File: src/rtl/sum_accumulator_if.sv
// Handshake bundle between an upstream adder, the sum accumulator and the
// downstream consumer of accumulated totals.
interface sum_accumulator_if #(
  parameter int SUM_W = 5,
  parameter int ACC_W = 6
);
  logic             in_valid;
  logic             in_ready;
  logic [SUM_W-1:0] in_sum;
  logic             out_valid;
  logic             out_ready;
  logic [ACC_W-1:0] out_total;
  logic             out_sat;

  // Upstream/downstream environment side
  modport master (
    output in_valid, in_sum, out_ready,
    input  in_ready, out_valid, out_total, out_sat
  );

  // Accumulator side
  modport slave (
    input  in_valid, in_sum, out_ready,
    output in_ready, out_valid, out_total, out_sat
  );
endinterface

File: src/rtl/sum_accumulator.sv
// Accumulates COUNT unsigned adder sums into a saturating ACC_W-bit total,
// with a sticky flag recording whether any addition clipped. The result is
// held until the downstream side takes it, during which no input is accepted.
module sum_accumulator #(
  parameter int SUM_W = 5,
  parameter int ACC_W = 6,
  parameter int COUNT = 4
) (
  input logic                clk,
  input logic                rst,
  sum_accumulator_if.slave   bus
);

  typedef enum logic [1:0] {IDLE, ACCUM, DONE} state_t;

  // Addition width wide enough that neither operand can wrap
  localparam int WW = ((SUM_W > ACC_W) ? SUM_W : ACC_W) + 1;
  localparam logic [WW-1:0] MAXV    = WW'({ACC_W{1'b1}});
  localparam logic [7:0]    COUNT_L = 8'(COUNT);

  state_t           state, state_nxt;
  logic             in_rdy, out_vld;
  logic             in_xfer, out_xfer;
  logic [ACC_W-1:0] acc_p0;
  logic             sat_p0;
  logic [7:0]       cnt_p0;
  logic [ACC_W:0]   sum_res;

  // Saturating add: returns {clipped, value}
  function automatic logic [ACC_W:0] sat_add(input logic [ACC_W-1:0] a,
                                             input logic [SUM_W-1:0] b);
    logic [WW-1:0] wide;
    wide = WW'(a) + WW'(b);
    if (wide > MAXV) sat_add = {1'b1, {ACC_W{1'b1}}};
    else             sat_add = {1'b0, wide[ACC_W-1:0]};
  endfunction

  assign in_xfer  = bus.in_valid && in_rdy;
  assign out_xfer = out_vld && bus.out_ready;

  // A fresh result starts from zero; later samples build on the running total
  assign sum_res = sat_add((state == IDLE) ? '0 : acc_p0, bus.in_sum);

  // State register
  always_ff @(posedge clk) begin
    if (rst) state <= IDLE;
    else     state <= state_nxt;
  end

  // Next-state and handshake outputs
  always_comb begin
    state_nxt = state;
    in_rdy    = 1'b0;
    out_vld   = 1'b0;
    case (state)
      IDLE: begin
        in_rdy = 1'b1;
        if (bus.in_valid) state_nxt = (COUNT_L == 8'd1) ? DONE : ACCUM;
      end
      ACCUM: begin
        in_rdy = 1'b1;
        if (bus.in_valid && (cnt_p0 == COUNT_L - 8'd1)) state_nxt = DONE;
      end
      DONE: begin
        out_vld = 1'b1;
        if (bus.out_ready) state_nxt = IDLE;
      end
      default: state_nxt = IDLE;
    endcase
  end

  // Running total, sample count and sticky saturation flag
  always_ff @(posedge clk) begin
    if (rst || out_xfer) begin
      acc_p0 <= '0;
      sat_p0 <= 1'b0;
      cnt_p0 <= '0;
    end else if (in_xfer) begin
      acc_p0 <= sum_res[ACC_W-1:0];
      if (state == IDLE) begin
        sat_p0 <= sum_res[ACC_W];
        cnt_p0 <= 8'd1;
      end else begin
        sat_p0 <= sat_p0 | sum_res[ACC_W];
        cnt_p0 <= cnt_p0 + 8'd1;
      end
    end
  end

  assign bus.in_ready  = in_rdy;
  assign bus.out_valid = out_vld;
  assign bus.out_total = acc_p0;
  assign bus.out_sat   = sat_p0;

endmodule

File: src/flat_wrapper.sv
// flat-port wrapper written by rule: the top's interface ports become plain ports
module sum_accumulator_flat 
#(
  parameter int SUM_W = 5,
  parameter int ACC_W = 6,
  parameter int COUNT = 4
)
  (clk, rst, bus_in_valid, bus_in_sum, bus_out_ready, bus_in_ready, bus_out_valid, bus_out_total, bus_out_sat);
  sum_accumulator_if #(.SUM_W(SUM_W), .ACC_W(ACC_W)) bus_i ();
  input logic clk;
  input logic rst;
  input wire logic [$bits(bus_i.in_valid)-1:0] bus_in_valid;
  input wire logic [$bits(bus_i.in_sum)-1:0] bus_in_sum;
  input wire logic [$bits(bus_i.out_ready)-1:0] bus_out_ready;
  output wire logic [$bits(bus_i.in_ready)-1:0] bus_in_ready;
  output wire logic [$bits(bus_i.out_valid)-1:0] bus_out_valid;
  output wire logic [$bits(bus_i.out_total)-1:0] bus_out_total;
  output wire logic [$bits(bus_i.out_sat)-1:0] bus_out_sat;
  assign bus_i.in_valid = bus_in_valid;
  assign bus_i.in_sum = bus_in_sum;
  assign bus_i.out_ready = bus_out_ready;
  assign bus_in_ready = bus_i.in_ready;
  assign bus_out_valid = bus_i.out_valid;
  assign bus_out_total = bus_i.out_total;
  assign bus_out_sat = bus_i.out_sat;
  sum_accumulator #(.SUM_W(SUM_W), .ACC_W(ACC_W), .COUNT(COUNT)) u_core (.clk(clk), .rst(rst), .bus(bus_i));
endmodule
File: config.mk
export PLATFORM = sky130hd
export DESIGN_NAME = sum_accumulator_flat
export DESIGN_NICKNAME = d
export VERILOG_FILES = /design/src/rtl/sum_accumulator_if.sv /design/src/rtl/sum_accumulator.sv /design/src/flat_wrapper.sv
export SDC_FILE = /design/constraint.sdc
export NUM_CORES = 1
export LEC_CHECK = 0
export CORE_AREA = 2 2 53 55
export DETAILED_ROUTE_END_ITERATION = 8
export DIE_AREA = 0 0 55 57
export GPL_TIMING_DRIVEN = 0
export HOLD_SLACK_MARGIN = 0.06
export PLACE_DENSITY = 0.6
export SLEW_MARGIN = 20
export SYNTH_ARGS = -nofsm -noshare
export SYNTH_HDL_FRONTEND = slang
export SYNTH_SLANG_ARGS = --single-unit
export TNS_END_PERCENT = 50
File: constraint.sdc
create_clock -name clk -period 3.06 [get_ports clk]
set_input_delay 0.612 -clock clk [delete_from_list [all_inputs] [get_ports clk]]
set_output_delay 0.612 -clock clk [all_outputs]
set_load 0.05 [all_outputs]
==> impl_results.rst <==
.. list-table::
   :header-rows: 1

   * - Metric
     - Value
   * - Top cell type's share of synthesized area
     - 34.3%
   * - Clock Pin Slew Worst Setup and Hold Paths
     - 0.10 ns
   * - Leading cell types in the layout, fill and taps excluded
     - clkdlybuf4s50_1, dfxtp_1, a21oi_1, nor2_1, nand2_1
   * - Ant diodes
     - 0
   * - Cell type with the largest total area after synthesis
     - dfxtp_1
   * - Total of fill cells in the finished design
     - 271
   * - Final setup violation count
     - 0
   * - Leakage
     - 0.450 nW
   * - Final critical-path share of the clock period
     - 84.7%
   * - Launching point of the worst reg2reg path
     - u_core.state[0]
   * - Top area cells in the synthesized netlist
     - dfxtp_1, ha_1, xnor2_1
   * - Instance count after placement with tap cells included
     - 162
   * - Chip Width
     - 55 um
   * - Core footprint
     - 2620 um^2
   * - Maximum number of pins on one net before global-route repair
     - 11
   * - Effective utilization at floorplan
     - 37.9%
   * - Smallest hold slack
     - 0.486 ns
   * - Classification of the worst-slack hold path
     - flop to flop
   * - Count of boundary I/O pins
     - 18
   * - Mapped cell area
     - 991 um^2
   * - Via count of the first global-routing pass
     - 838
   * - Fraction of synthesized cell area in xor and xnor cells
     - 7.07%
   * - Share of cell area taken by muxes after synthesis
     - 1.01%
   * - Post-synthesis adder-cell area fraction
     - 9.60%
   * - Number of distinct standard cells referenced by the synthesized netlist
     - 35
   * - Post-DR wirelength/cell
     - 12.1 um
   * - Post-synthesis compound-gate area fraction
     - 20.8%
   * - Total number of placement rows
     - 19
   * - Avg Cell Area, Syn
     - 8.69 um^2
   * - Worst Path Arrival
     - 2.78 ns
   * - Number of hold violations in the final report
     - 0
   * - Number of hold buffers added after cts
     - 0
   * - Power per standard cell area
     - 374 nW/um^2
   * - DP HPWL
     - 1.58 mm
   * - Total iterations of the first detailed-routing run
     - 4
   * - Clock network latency to the later pin of the worst-skew pair
     - 0.30 ns
   * - Sink Count
     - 17
   * - Synth Instances
     - 114
   * - Pin slew with the least headroom to its limit
     - 0.497 ns
   * - Final Wtd Congestion
     - 0.727
   * - Global-route usage over all layers
     - 14.8%
   * - Detailed Route Iter0 Violations
     - 12
   * - Nets
     - 152
   * - Number of I/O port buffers
     - 17
   * - Layout cells sized above 1
     - 10.4%
   * - Wire length of the first global-routing pass
     - 3.40 mm
   * - Worst clock skew
     - 0.00993 ns
   * - Net count after synthesis
     - 130
   * - Area of the die
     - 3140 um^2
   * - Count of H-tree levels built during CTS
     - 1
   * - Flops & latches, synth
     - 17
   * - Clk Tree Root Cell
     - clkbuf_4
   * - Syn-to-layout area delta
     - 23.9%
   * - Highest net fanout along the worst path
     - 9
   * - Run status
     - finished, final reports clean
   * - Number of antenna violations at the first check in global routing
     - 0
   * - Main combinational cell family by area after synthesis
     - simple AND/OR/NAND/NOR gates
   * - Detail-routed via count per cell
     - 5.23
   * - Synth warn
     - 0
   * - Startpoint Class
     - flop
   * - Max frequency
     - 386 MHz
   * - Kind of end point of the critical path
     - flop
   * - Routed Antenna Nets
     - 0
   * - Post-CTS setup buffer count
     - 0
   * - Total congestion overflow after global routing
     - 0
   * - Number of non-filler instances in the completed layout
     - 166
   * - Crit path from
     - u_core.state[0]
   * - Number of maximum-capacitance violations
     - 0
   * - Final wirelength
     - 2.01 mm
   * - Worst vdd ir
     - 0.000177 V
   * - Simple-gate share of the synthesized area
     - 24.0%
   * - Die boundary height
     - 57 um
   * - Part of the Yosys area used for sequential elements
     - 34.3%
   * - Slew Limit Fails
     - 0
   * - Remaining max-slew budget at the tightest pin
     - 66.7%
   * - Total power consumption of the routed design
     - 0.459 mW
   * - Post-route setup TNS
     - 0 ns
   * - Post-cts gate resize count
     - 0
   * - Worst min-delay path startpoint
     - u_core.cnt_p0[1]
   * - Vias
     - 868
   * - Crit path time final
     - 2.59 ns
   * - Number of CTS-inserted buffers
     - 3
   * - Setup repair after global routing missed its margin
     - false
   * - Required time at the worst-slack endpoint
     - 3.25 ns
   * - Kind of critical path
     - flop to flop
   * - DRC violations left
     - 0
   * - Worst-case clock buffer depth
     - 2
   * - CTS tree
     - yes
## final cells by class
class | count | area, um^2 | share of cell area [%]
plain buffers | 4 | 20.0 | 1.63
clock buffers | 3 | 22.5 | 1.83
clock inverters | 1 | 5.00 | 0.408
inverters | 3 | 11.3 | 0.917
multi-input cells | 90 | 619 | 50.5
flip-flops and latches | 17 | 340 | 27.7
well taps | 31 | 38.8 | 3.16
repair buffers | 17 | 170 | 13.9
## synthesized netlist by cell type
cell type	count
nand2_1	7
ha_1	6
buf_2	4
nor4_4	1
inv_1	3
nand3_2	1
a31oi_1	3
a21o_1	3
nor2b_1	2
nor2_1	10
xor2_1	2
xnor2_1	6
mux2i_1	1
or2_1	1
fa_1	1
o21ai_0	6
dfxtp_1	17
a2111oi_0	1
nand3b_1	1
and2_1	5
a21oi_1	10
and3_1	1
nor4_2	1
or4_4	1
or3_1	1
o2111ai_1	1
nor3_1	3
nand2b_1	2
a21oi_2	1
o21ai_1	4
nand4_1	1
nand3_1	3
a211oi_1	2
o221ai_2	1
a41oi_1	1
## layer usage
layer	share of wire, %	wire length [um]	up-vias	GRT usage, %
li1	-	-	451	-
met1	46	925	395	18.3
met2	48	966	17	23.8
met3	3.0	60	5	1.57
met4	2.9	59	0	9.41
met5	0	0	-	0
## path summary, 6_finish.rpt
check | to | slack (ns) | depth (start not counted)
setup / recovery | u_core.bus.out_total[3] | 0.47 | 10
hold / removal | u_core.cnt_p0[1] | 0.49 | 2
setup reg to reg | u_core.bus.out_total[3] | 0.47 | 10
hold reg to reg | u_core.cnt_p0[1] | 0.49 | 2
## cells by family (layout without fill, tap and decap cells)
logic type | Yosys count | count (layout)
AOI/OAI and AO/OA | 33 | 33
xor gates and xnor gates | 8 | 8
adders and majority gates | 7 | 7
buffers and inverters | 7 | 28
DFF | 17 | 17
muxes | 1 | 1
and+or+nand+nor | 41 | 41
## through the flow
step	util (%)	instance area [um^2]	worst slack [ns]
floorplan	-	991	0.727
global placement	45.9	1200	0.436
detailed placement	45.9	1200	0.410
CTS	46.9	1230	0.449
global route	46.9	1230	0.269
finish	46.9	1230	0.468
## worst max-delay path, cell delays in order (launching register included)
cell      delay (ns)
dfxtp_1         0.31
buf_2           0.16
or2_1           0.23
buf_2           0.17
and2_1          0.17
ha_1            0.23
fa_1            0.43
a211oi_1        0.35
o21ai_1         0.15
nand3_1         0.19
a31oi_1         0.10
## report_power, final
| part | total [mW] | internal, mW | switching [mW] |
|---|---|---|---|
| Sequential | 0.236 | 0.230 | 0.00615 |
| Clock | 0.123 | 0.0488 | 0.0741 |
| Combinational | 0.101 | 0.0417 | 0.0588 |
## sequential cells by signal, indices dropped and copies added, names as in the netlist
signal                count
u_core.bus.out_total      6
u_core.bus.out_sat        1
u_core.cnt_p0             8
u_core.state              2
Note: power is estimated with default switching activity, not from simulation.
==> variant 1: new RTL, same flow settings <==
`ACC_W` is set to 6 in 3 places; all go to 4.
--- a/src/rtl/sum_accumulator_if.sv
+++ b/src/rtl/sum_accumulator_if.sv
@@ -4,3 +4,3 @@
   parameter int SUM_W = 5,
-  parameter int ACC_W = 6
+  parameter int ACC_W = 4
 );
--- a/src/rtl/sum_accumulator.sv
+++ b/src/rtl/sum_accumulator.sv
@@ -5,3 +5,3 @@
   parameter int SUM_W = 5,
-  parameter int ACC_W = 6,
+  parameter int ACC_W = 4,
   parameter int COUNT = 4
--- a/src/flat_wrapper.sv
+++ b/src/flat_wrapper.sv
@@ -4,3 +4,3 @@
   parameter int SUM_W = 5,
-  parameter int ACC_W = 6,
+  parameter int ACC_W = 4,
   parameter int COUNT = 4
Interface: changed (resized bus_out_total); port bits go from 18 to 16. No check against the original RTL was run, so the function may have changed too.
==> variant 1 against the original RTL <==
  * Worst setup slack improved by 0.17 ns
  * Total power fell by 7.0%
  * Sequential power down 9.7%
  * Sequential cell count fell by 2
  * Design area decreased by 12%
  * Routed wire length decreased by 6.2%
  * Critical path type is now reg2out
  * Synthesized area decreased by 12%
  * Hold slack better by 0.046 ns
==> variant 1: results (changes against the original RTL) <==
\begin{tabular}{lr}
\hline
Metric & Value \\
\hline
\multicolumn{2}{l}{\textbf{Cells and area}} \\
\quad Fraction of final layout cells with drive strength greater than 1 & 7.76\% (was 10.4\%) \\
\quad Portion of the layout cell area used by non-clock buffers & 14.9\% (was 15.5\%) \\
\quad \#MultiIn Comb & 76 (was 90) \\
\quad Total of fill cells in the finished design & 274 (was 271) \\
\quad Clk\_buf instances & 4 (was 3) \\
\quad Layout Nets & 132 (was 152) \\
\multicolumn{2}{l}{\textbf{Worst setup path}} \\
\quad Worst flop-to-flop path endpoint & u\_core.bus.out\_total[0] (was u\_core.bus.out\_total[3]) \\
\quad Startpoint-to-endpoint class of the critical path & reg2out (was reg2reg) \\
\quad Critical path destination & bus\_out\_valid (was u\_core.bus.out\_total[3]) \\
\quad Max Fanout on Critical Path & 8 (was 9) \\
\quad Worst-case reg-to-reg path depth & 6 (was 10) \\
\quad Arrival time worst endpoint & 1.81 ns (was 2.78 ns) \\
\multicolumn{2}{l}{\textbf{Global routing}} \\
\quad Wire length of the first global-routing pass & 3040 um (was 3400 um) \\
\quad Vias in the first global route & 738 (was 838) \\
\multicolumn{2}{l}{\textbf{Detailed routing}} \\
\quad Wire length reported by the detailed router & 1890 um (was 2010 um) \\
\quad Via count & 768 (was 868) \\
\multicolumn{2}{l}{\textbf{Synthesis}} \\
\quad Synth cell count leaders & 15 x dfxtp\_1, 11 x nor2\_1, 9 x nand2\_1 (was 17 x dfxtp\_1, 10 x a21oi\_1, 10 x nor2\_1) \\
\quad Count of different cell masters after synthesis & 31 (was 35) \\
\quad Ranking of synthesized cells by area & dfxtp\_1 35\%, ha\_1 7.2\%, xor2\_1 7.1\% (was dfxtp\_1 34\%, ha\_1 7.6\%, xnor2\_1 5.3\%) \\
\quad Average cell area after synthesis & 8.95 sq um (was 8.69 sq um) \\
\multicolumn{2}{l}{\textbf{Timing}} \\
\quad Worst slew pin tran & 0.519 ns (was 0.497 ns) \\
\quad Highest achievable clock rate & 414 MHz (was 386 MHz) \\
\multicolumn{2}{l}{\textbf{Clock network}} \\
\quad Clock insertion delay at the later pin of the skew report & 0.28 ns (was 0.30 ns) \\
\multicolumn{2}{l}{\textbf{Power}} \\
\quad Pwr/cell area & 394 nW/um\^{}2 (was 374 nW/um\^{}2) \\
\quad P\_seq & 0.000213 W (was 0.000236 W) \\
\quad Power Total & 0.000427 W (was 0.000459 W) \\
\multicolumn{2}{l}{\textbf{Run status}} \\
\quad Status & completed (unchanged) \\
\multicolumn{2}{l}{\textbf{Place}} \\
\quad Routability cong. & 0.725 (was 0.727) \\
\quad Detailed Place HPWL & 1430 um (was 1580 um) \\
\quad Count of placed standard cells including taps & 143 (was 162) \\
\hline
\end{tabular}
==> variant 1: changes by cell type after synthesis, sizes merged, moves of 3 or more <==
cell,before,now
o21ai,10,3
a21oi,11,5
xnor2,6,0
and2,5,0
xor2,2,7
nand3,4,0
a31oi,3,0
buf,4,1
==> variant 1: routing by layer <==
layer	share of wire (%)	vias up	GRT usage, %
li1	-	389	-
met1	47	365	14.9
met2	47	12	21.8
met3	4.8	2	3.14
met4	0.95	0	6.97
met5	0	-	0
==> variant 1: kinds of logic (layout without fill, tap and decap cells) <==
group                      count (synthesis)  after routing  share of synthesized area, %
AOI/OAI and AO/OA                         20             20                          17.3
xor gates and xnor gates                   7              7                          7.06
adders and majority gates                  6              6                          9.51
buffers and inverters                      6             25                          3.03
DFF                                       15             15                          34.6
muxes                                      2              2                          2.31
and+or+nand+nor                           41             41                          26.2
==> variant 1: worst max-delay path, stage by stage, from the launching register on <==
cell and delay, ns:
dfxtp_1 0.40, and2b_1 0.30, clkdlybuf4s50_1 0.83
==> variant 2: new RTL, same settings <==
Made on the original files. Re-encode `state_t` (3 states) as one-hot, 3 bits wide.
--- a/src/rtl/sum_accumulator.sv
+++ b/src/rtl/sum_accumulator.sv
@@ -13,3 +13,3 @@
 
-  typedef enum logic [1:0] {IDLE, ACCUM, DONE} state_t;
+  typedef enum logic [2:0] {IDLE = 3'b001, ACCUM = 3'b010, DONE = 3'b100} state_t;
 
Formal check against the unedited RTL: same outputs for any inputs over 10 cycles, from zero or initial values and one cycle with rst high; not proved beyond that.
==> variant 2 against the original RTL <==
  * Combinational power grew 76%
  * Synthesized area is 15% higher
  * Routed wire length rose by 24%
  * Sequential cell count up 1
  * First-iteration DRC count up 25%
  * Total power up 28%
  * Die area is the same
  * Design area rose by 13%
  * Core utilization rose by 6.0 points
  * Hold slack worse by 0.021 ns
  * Synthesized cell count grew 21%
  * Worst setup slack worse by 0.042 ns
  * Critical path type is now reg2out
  * Largest power group unchanged
==> variant 2: results (changes against the original RTL) <==
\begin{tabular}{lr}
\hline
Metric & Value \\
\hline
\multicolumn{2}{l}{\textbf{Synthesis}} \\
\quad Synth cell count leaders & 18 x dfxtp\_1, 18 x nor2\_1 (was 17 x dfxtp\_1, 10 x a21oi\_1, 10 x nor2\_1) \\
\quad Net count of the mapped netlist & 154 (was 130) \\
\quad Count of different cell masters after synthesis & 43 (was 35) \\
\quad Average cell area after synthesis & 8.25 sq um (was 8.69 sq um) \\
\quad Part of the Yosys area used for sequential elements & 31.6\% (was 34.3\%) \\
\quad Ranking of synthesized cells by area & dfxtp\_1 32\%, ha\_1 6.6\%, nor2\_1 5.9\% (was dfxtp\_1 34\%, ha\_1 7.6\%, xnor2\_1 5.3\%) \\
\multicolumn{2}{l}{\textbf{Timing}} \\
\quad Skew final & 0.00979 ns (was 0.00993 ns) \\
\quad Worst slew pin tran & 0.764 ns (was 0.497 ns) \\
\multicolumn{2}{l}{\textbf{Detailed routing}} \\
\quad Detailed-route vias per instance & 5.43 (was 5.23) \\
\quad Drt initial violations & 15 (was 12) \\
\quad Wire length reported by the detailed router & 2500 um (was 2010 um) \\
\multicolumn{2}{l}{\textbf{Global routing}} \\
\quad Met1 Resource Use GR & 23.1\% (was 18.3\%) \\
\quad Met3 global-route usage & 2.36\% (was 1.57\%) \\
\quad GR Util met2 & 33.2\% (was 23.8\%) \\
\quad Total GRT Usage & 18.7\% (was 14.8\%) \\
\multicolumn{2}{l}{\textbf{Cells and area}} \\
\quad Layout Nets & 176 (was 152) \\
\quad Final cell count without fillers & 190 (was 166) \\
\multicolumn{2}{l}{\textbf{Worst setup path}} \\
\quad Worst-case reg-to-reg path depth & 8 (was 10) \\
\quad Crit-path slowest cell & clkdlybuf4s50\_1 (was fa\_1) \\
\quad Max Fanout on Critical Path & 6 (was 9) \\
\quad Largest incremental delay on the critical path & 0.71 ns (was 0.43 ns) \\
\multicolumn{2}{l}{\textbf{Power}} \\
\quad Static leakage & 0.513 nW (was 0.450 nW) \\
\multicolumn{2}{l}{\textbf{Place}} \\
\quad Detailed Place HPWL & 1870 um (was 1580 um) \\
\quad Cell area after placement & 1350 sq um (was 1200 sq um) \\
\multicolumn{2}{l}{\textbf{Run status}} \\
\quad Status & completed (unchanged) \\
\hline
\end{tabular}
[variant 2: cell count changes after synthesis, sizes merged, moves of 5 or more]
cell | before | now
a21oi | 11 | 6
and2 | 5 | 0
nor2 | 10 | 19
nor2b | 2 | 7
[variant 2: area by class of cell]
class                           instances  area [sq um]  share of cell area [%]
Inverter                                5          18.8                    1.36
Buffer                                  5          22.5                    1.63
Timing Repair Buffer                   17           170                    12.3
Sequential cell                        18           360                    26.0
Tap cell                               31          38.8                    2.80
Clock buffer                            4          36.3                    2.62
Multi-Input combinational cell        110           737                    53.3
[variant 2: kinds of logic (layout without fill, tap and decap cells)]
group,after synthesis,in the layout,share of synthesized area (%)
and+or+nand+nor,62,62,29.3
AOI/OAI and AO/OA,31,31,18.6
DFF,18,18,31.6
buffers and inverters,10,31,3.63
xor gates and xnor gates,9,9,7.58
adders and majority gates,7,7,8.35
muxes,1,1,0.879
[variant 2: path summary, 6_finish.rpt]
kind                                         start                       to  slack [ns]
worst min-delay path            u_core.bus.out_sat       u_core.bus.out_sat        0.46
worst min register to register  u_core.bus.out_sat       u_core.bus.out_sat        0.46
worst max register to register     u_core.state[0]  u_core.bus.out_total[2]        0.50
worst max-delay path               u_core.state[1]             bus_in_ready        0.43
[variant 2: power breakdown]
group / leakage (nW) / switching [W] / total [W] / internal (W)
clock network: 0.0210 / 0.0000799 / 0.000152 / 0.0000724
registers: 0.147 / 0.00000984 / 0.000257 / 0.000247
logic: 0.345 / 0.000108 / 0.000178 / 0.0000698
[variant 2: stage by stage]
step / total power, W / setup WS [ns]
3_5_place_dp: 0.000441 / 0.460
4_1_cts: 0.000593 / 0.411
3_3_place_gp: 0.000437 / 0.423
2_1_floorplan: 0.000385 / 0.860
6_report: 0.000587 / 0.425
5_1_grt: 0.000621 / 0.202
[variant 2: routing by layer]
| metal | share of wire (%) | vias to the layer above |
|---|---|---|
| met5 | 0 | - |
| met4 | 0.68 | 0 |
| met3 | 2.6 | 2 |
| met2 | 48 | 12 |
| met1 | 49 | 481 |
| li1 | - | 536 |
[variant 2: critical path, delay by kind of cell (launching register included)]
kind,cells,cell delay (ns)
buf+inv,2,0.87
simple gates,1,0.07
flops,1,0.31
xor+xnor,1,0.47
